===== config.mk =====
export PLATFORM = sky130hd
export DESIGN_NAME = lock_access_ctrl
export DESIGN_NICKNAME = d
export VERILOG_FILES = /design/src/rtl/lock_access_ctrl.sv
export SDC_FILE = /design/constraint.sdc
export NUM_CORES = 1
export LEC_CHECK = 0
export ABC_AREA = 0
export BUFFER_PORTS_ARGS = -buffer_cell sky130_fd_sc_hd__buf_2
export CORE_ASPECT_RATIO = 1.2
export CORE_UTILIZATION = 60
export CTS_CLUSTER_DIAMETER = 120
export DETAILED_ROUTE_END_ITERATION = 12
export PLACE_DENSITY = 0.88
export SETUP_SLACK_MARGIN = 0.3
export SYNTH_ARGS = -nofsm -noshare
export SYNTH_HDL_FRONTEND = slang
export SYNTH_SLANG_ARGS = --single-unit

===== constraint.sdc =====
create_clock -name clk -period 6.3 [get_ports clk]
set_input_delay 0 -clock clk [delete_from_list [all_inputs] [get_ports clk]]
set_output_delay 0 -clock clk [all_outputs]
set_load 0.01 [all_outputs]

===== src/rtl/lock_access_ctrl.sv =====
// Door-lock access controller: 'A' + PIN unlock, auto-relock,
// inter-byte entry timeout and lockout after repeated wrong PINs.
module lock_access_ctrl #(
  parameter int                   PIN_LEN        = 4,
  parameter logic [PIN_LEN*8-1:0] PIN_CODE       = 32'h31323334,
  parameter int                   MAX_FAILS      = 3,
  parameter logic [31:0]          OPEN_CYCLES    = 32'd250000000,
  parameter logic [31:0]          ENTRY_TIMEOUT  = 32'd150000000,
  parameter logic [31:0]          LOCKOUT_CYCLES = 32'd1500000000
) (
  input  logic       clk,
  input  logic       rst,
  input  logic       rx_valid,
  input  logic [7:0] rx_byte,
  input  logic       btn_close,
  output logic       lock_open,
  output logic       entry_active,
  output logic       locked_out,
  output logic       bad_pin,
  output logic [2:0] fail_count
);

  typedef enum logic [2:0] {
    IDLE, ENTRY, CHECK, OPEN, LOCKOUT
  } state_t;

  localparam int IW = (PIN_LEN > 1) ? $clog2(PIN_LEN) : 1;
  localparam logic [IW-1:0] LAST = IW'(PIN_LEN - 1);
  localparam logic [2:0] MF = 3'(MAX_FAILS);
  localparam logic [7:0] CH_A = 8'h41;
  localparam logic [7:0] CH_C = 8'h43;

  state_t        state, state_n;
  logic [31:0]   timer, timer_n;
  logic [IW-1:0] idx, idx_n;
  logic          mism, mism_n;
  logic [2:0]    fail_n;
  logic          bad_n;

  logic       rxv_q;
  logic [7:0] rxb_q;
  logic       btn_q;
  logic       is_a, is_c, tdone;

  logic [7:0] pin_b [PIN_LEN];

  for (genvar g = 0; g < PIN_LEN; g++) begin : g_pin
    assign pin_b[g] = PIN_CODE[(PIN_LEN-1-g)*8 +: 8];
  end

  assign is_a  = rxv_q && (rxb_q == CH_A);
  assign is_c  = rxv_q && (rxb_q == CH_C);
  assign tdone = (timer == 32'd1);

  // Inputs are registered once; the FSM acts on the registered copy.
  always_ff @(posedge clk or negedge rst) begin
    if (!rst) begin
      rxv_q <= 1'b0;
      rxb_q <= 8'h00;
      btn_q <= 1'b0;
    end else begin
      rxv_q <= rx_valid;
      rxb_q <= rx_byte;
      btn_q <= btn_close;
    end
  end

  always_comb begin
    state_n = state;
    timer_n = timer;
    idx_n   = idx;
    mism_n  = mism;
    fail_n  = fail_count;
    bad_n   = 1'b0;
    unique case (state)
      IDLE: begin
        if (is_a) begin
          state_n = ENTRY;
          idx_n   = '0;
          mism_n  = 1'b0;
          timer_n = ENTRY_TIMEOUT;
        end
      end
      ENTRY: begin
        if (btn_q || is_c) begin
          state_n = IDLE;
          timer_n = '0;
        end else if (is_a) begin
          idx_n   = '0;
          mism_n  = 1'b0;
          timer_n = ENTRY_TIMEOUT;
        end else if (rxv_q) begin
          // Every byte is consumed so the failing position stays hidden.
          mism_n  = mism | (rxb_q != pin_b[idx]);
          idx_n   = idx + 1'b1;
          timer_n = ENTRY_TIMEOUT;
          if (idx == LAST) begin
            state_n = CHECK;
            timer_n = '0;
          end
        end else if (tdone) begin
          state_n = IDLE;
          timer_n = '0;
        end else begin
          timer_n = timer - 32'd1;
        end
      end
      CHECK: begin
        if (!mism) begin
          state_n = OPEN;
          fail_n  = '0;
          timer_n = OPEN_CYCLES;
        end else begin
          bad_n  = 1'b1;
          fail_n = (fail_count >= MF) ? MF : fail_count + 3'd1;
          if (fail_n == MF) begin
            state_n = LOCKOUT;
            timer_n = LOCKOUT_CYCLES;
          end else begin
            state_n = IDLE;
            timer_n = '0;
          end
        end
      end
      OPEN: begin
        if (btn_q || is_c || tdone) begin
          state_n = IDLE;
          timer_n = '0;
        end else begin
          timer_n = timer - 32'd1;
        end
      end
      LOCKOUT: begin
        if (tdone) begin
          state_n = IDLE;
          fail_n  = '0;
          timer_n = '0;
        end else begin
          timer_n = timer - 32'd1;
        end
      end
      default: begin
        state_n = IDLE;
        timer_n = '0;
      end
    endcase
  end

  always_ff @(posedge clk or negedge rst) begin
    if (!rst) begin
      state        <= IDLE;
      timer        <= '0;
      idx          <= '0;
      mism         <= 1'b0;
      fail_count   <= '0;
      bad_pin      <= 1'b0;
      lock_open    <= 1'b0;
      entry_active <= 1'b0;
      locked_out   <= 1'b0;
    end else begin
      state        <= state_n;
      timer        <= timer_n;
      idx          <= idx_n;
      mism         <= mism_n;
      fail_count   <= fail_n;
      bad_pin      <= bad_n;
      lock_open    <= (state_n == OPEN);
      entry_active <= (state_n == ENTRY);
      locked_out   <= (state_n == LOCKOUT);
    end
  end

endmodule


==> run summary <==
run status = finished, final reports clean
worst setup path end = entry_active
final wirelength = 7.97 mm
cell breakdown of the critical path = nor4_2, nand3_1, or4_1, buf_4, a311oi_2, nor2b_1
average cell area after synthesis = 9.54 um^2
min Tclk post-route = 2.98 ns
cts bufs inserted = 5
final hold violation count = 0
count leader, synth = dfrtp_1
Synth Warn # = 0
Post-DRT Antenna Nets = 0
postcts setup bufs = 0
clk slew on worst S/H paths = 0.11 ns
setup tns final = 0 ns
I/O Buffers = 18
Layout Area Growth over Synthesis = 10.7%
CTS resizes = 0
Synth area leader = dfrtp_1
async set-or-reset flop fraction in the synthesized netlist = 100%
cells on worst reg2reg path = 6
n_diodes = 0
routability cong. = 0.875
initial antenna violation count = 0
via count = 2919
Worst Setup SP = timer[14]
fmax = 335 MHz
clock tree from TritonCTS = yes
PwrDens = 257 nW/um^2
routed len/inst = 19.1 um
number of detailed-route iterations in the first pass = 5
WP buf/inv = 1
MaxCap Viol Count = 0
reg2reg setup slack = 3.32 ns
H-tree depth = 2
Critical Path Max Stage Delay = 0.89 ns
clock sink count = 55
Setup Crit Path Kind = register to register
met1 usage = 39.8%
met2 GRT Util = 49.7%
Iter 0 DRT Violations = 279
fin nets = 375
Clock Skew = 0.0190 ns
slew margin rel. = 35.8%
DIE HEIGHT = 81.9 um
largest net degree at the start of global routing = 32
period utilization = 47.3%
Crit path required time = 6.51 ns
Post-synth top cells = dfrtp_1, a31oi_1, nand2_1
RSZ-0062 raised after global routing = no
post-DP HPWL = 5.22 mm
max-slew violation count = 0
leak pwr = 1.58 nW
root buffer cell = clkbuf_8
Mapped Nets = 354
clk buf depth = 2
RR Startpoint = timer[14]
die footprint = 5620 um^2
CP startpoint kind = register
Rows = 28
Worst-Margin Slew = 0.964 ns
overall routing resource usage = 31.1%
CP delay by family, top = simple AND/OR/NAND/NOR gates
hold crit path type = primary input to asynchronous set/reset pin
Seq/Total Area, Yosys = 43.1%
first-pass GRT wire length = 12.9 mm
Ports = 19
Post-synth EDFFs = 0
vias in the first global route = 2726
Synth top area share = 43.1%
GR met3 Demand/Resource = 5.69%
Core ar. = 5010 um^2
total power = 0.909 mW
Post-Syn Area = 3190 um^2
Die X = 68.6 um
critical-path maximum fanout = 22
commonest register cell after synthesis = dfrtp_1
share of cells above drive strength 1 = 13.7%
Unique masters post-synth = 65
Post-Syn Instances = 335
Clk Latency, worst-skew pair = 0.32 ns
CP Depth = 6
crit path DAT = 3.19 ns
CP max-delay cell = or4_1
starting density of the core = 63.8%
DR DRC count = 0
Max VDD drop = 0.142 mV
Fill cells = 380
gr ovfl total = 0
Vias/cell = 7.00
r2r endpoint = entry_active
GRT busiest layer = met2
Synth area leaders = dfrtp_1, a31oi_1, nor4_1
Critical Path Sink Type = register
Synth Register Bits = 55
final setup violation count = 0
-- metrics by stage --
| stage | util (%) | cells | hold WS (ns) | area, um^2 | setup WS [ns] |
|---|---|---|---|---|---|
| after floorplan | - | 335 | -0.296 | 3190 | 4.21 |
| after global placement | 66.0 | 398 | 0.0206 | 3310 | 3.50 |
| after detailed placement | 66.0 | 398 | 0.0380 | 3310 | 3.40 |
| after CTS | 70.6 | 417 | 0.244 | 3540 | 3.35 |
| after global routing | 70.6 | 417 | 0.270 | 3540 | 3.13 |
| final | 70.6 | 417 | 0.206 | 3540 | 3.32 |
-- worst register-to-register path, cell delays in order (launching register included) --
cell and delay (ns):
dfrtp_1 0.45, nor4_2 0.36, nand3_1 0.43, or4_1 0.89, buf_4 0.33, a311oi_2 0.33
nor2b_1 0.08
-- timing repair --
item | 4_1_cts | 5_1_grt
hold endpoints to repair | 35 | 0
endpoints found under the setup margin | 0 | 0
hold buffers | 11 | 0
-- cell families (layout without fill, tap and decap cells) --
logic type | Yosys count | count (layout) | share of synthesized area, %
simple gates | 130 | 130 | 24.6
compound gates | 96 | 96 | 22.1
flops | 55 | 55 | 43.1
buf+inv | 40 | 62 | 5.41
fa+ha+maj | 7 | 7 | 2.74
xor+xnor | 4 | 4 | 1.10
mux | 3 | 3 | 0.940
-- registers in the layout, summed over array words and instances, names as in the netlist --
signal,cells
entry_active,1
bad_pin,1
mism,1
state,3
timer,32
fail_count,3
locked_out,1
rxv_q,1
lock_open,1
btn_q,1
rxb_q,8
idx,2
-- cell type report --
class	instances	area, um^2	area share, %
clock buffers	6	82.6	2.33
clock inverters	2	38.8	1.10
multi-input cells	240	1650	46.7
well taps	60	75.1	2.12
flip-flops and latches	55	1380	38.9
inverters	20	75.1	2.12
repair buffers	34	238	6.72
-- power breakdown --
part | switching [mW] | total, mW | leakage (nW) | internal [mW]
Combinational | 0.158 | 0.249 | 0.778 | 0.0904
Sequential | 0.0311 | 0.405 | 0.737 | 0.374
Clock | 0.125 | 0.256 | 0.0618 | 0.131
-- placed cells by master, fill, tap and decap left out, drive strengths merged, types with 2 or more instances in the layout --
master / n
a311oi: 3
nor3: 12
nand2b: 3
a41oi: 2
inv: 21
nor3b: 3
or2: 3
nor2b: 3
or3: 7
a31oi: 24
o31a: 6
nor4: 19
a21oi: 8
mux2i: 3
dfrtp: 55
a31o: 3
a211o: 5
o211ai: 8
o21ai: 17
and3: 2
nand2: 22
buf: 23
xnor2: 2
nor2: 18
dlygate4sd3: 11
nand4: 7
o41ai: 2
o311a: 2
or4: 6
o31ai: 3
o2111ai: 3
ha: 7
xor2: 2
clkbuf: 6
nand4b: 3
nor4b: 3
nand3: 9
and2: 4
-- how the worst min path moves through the flow --
stage | cells after the start | slack [ns] | endpoint
2_1_floorplan | 0 | -0.30 | bad_pin
3_3_place_gp | 1 | 0.02 | rxb_q[2]
3_5_place_dp | 1 | 0.04 | rxb_q[2]
4_1_cts | 2 | 0.24 | timer[21]
5_1_grt | 2 | 0.27 | rxb_q[5]
6_report | 2 | 0.21 | rxb_q[5]
-- layer usage --
| metal | vias to the layer above | wire [um] |
|---|---|---|
| met5 | - | 0 |
| met4 | 0 | 274 |
| met3 | 28 | 579 |
| met2 | 155 | 3920 |
| met1 | 1407 | 3200 |
| li1 | 1329 | - |
Note: power is estimated with default switching activity, not from simulation.
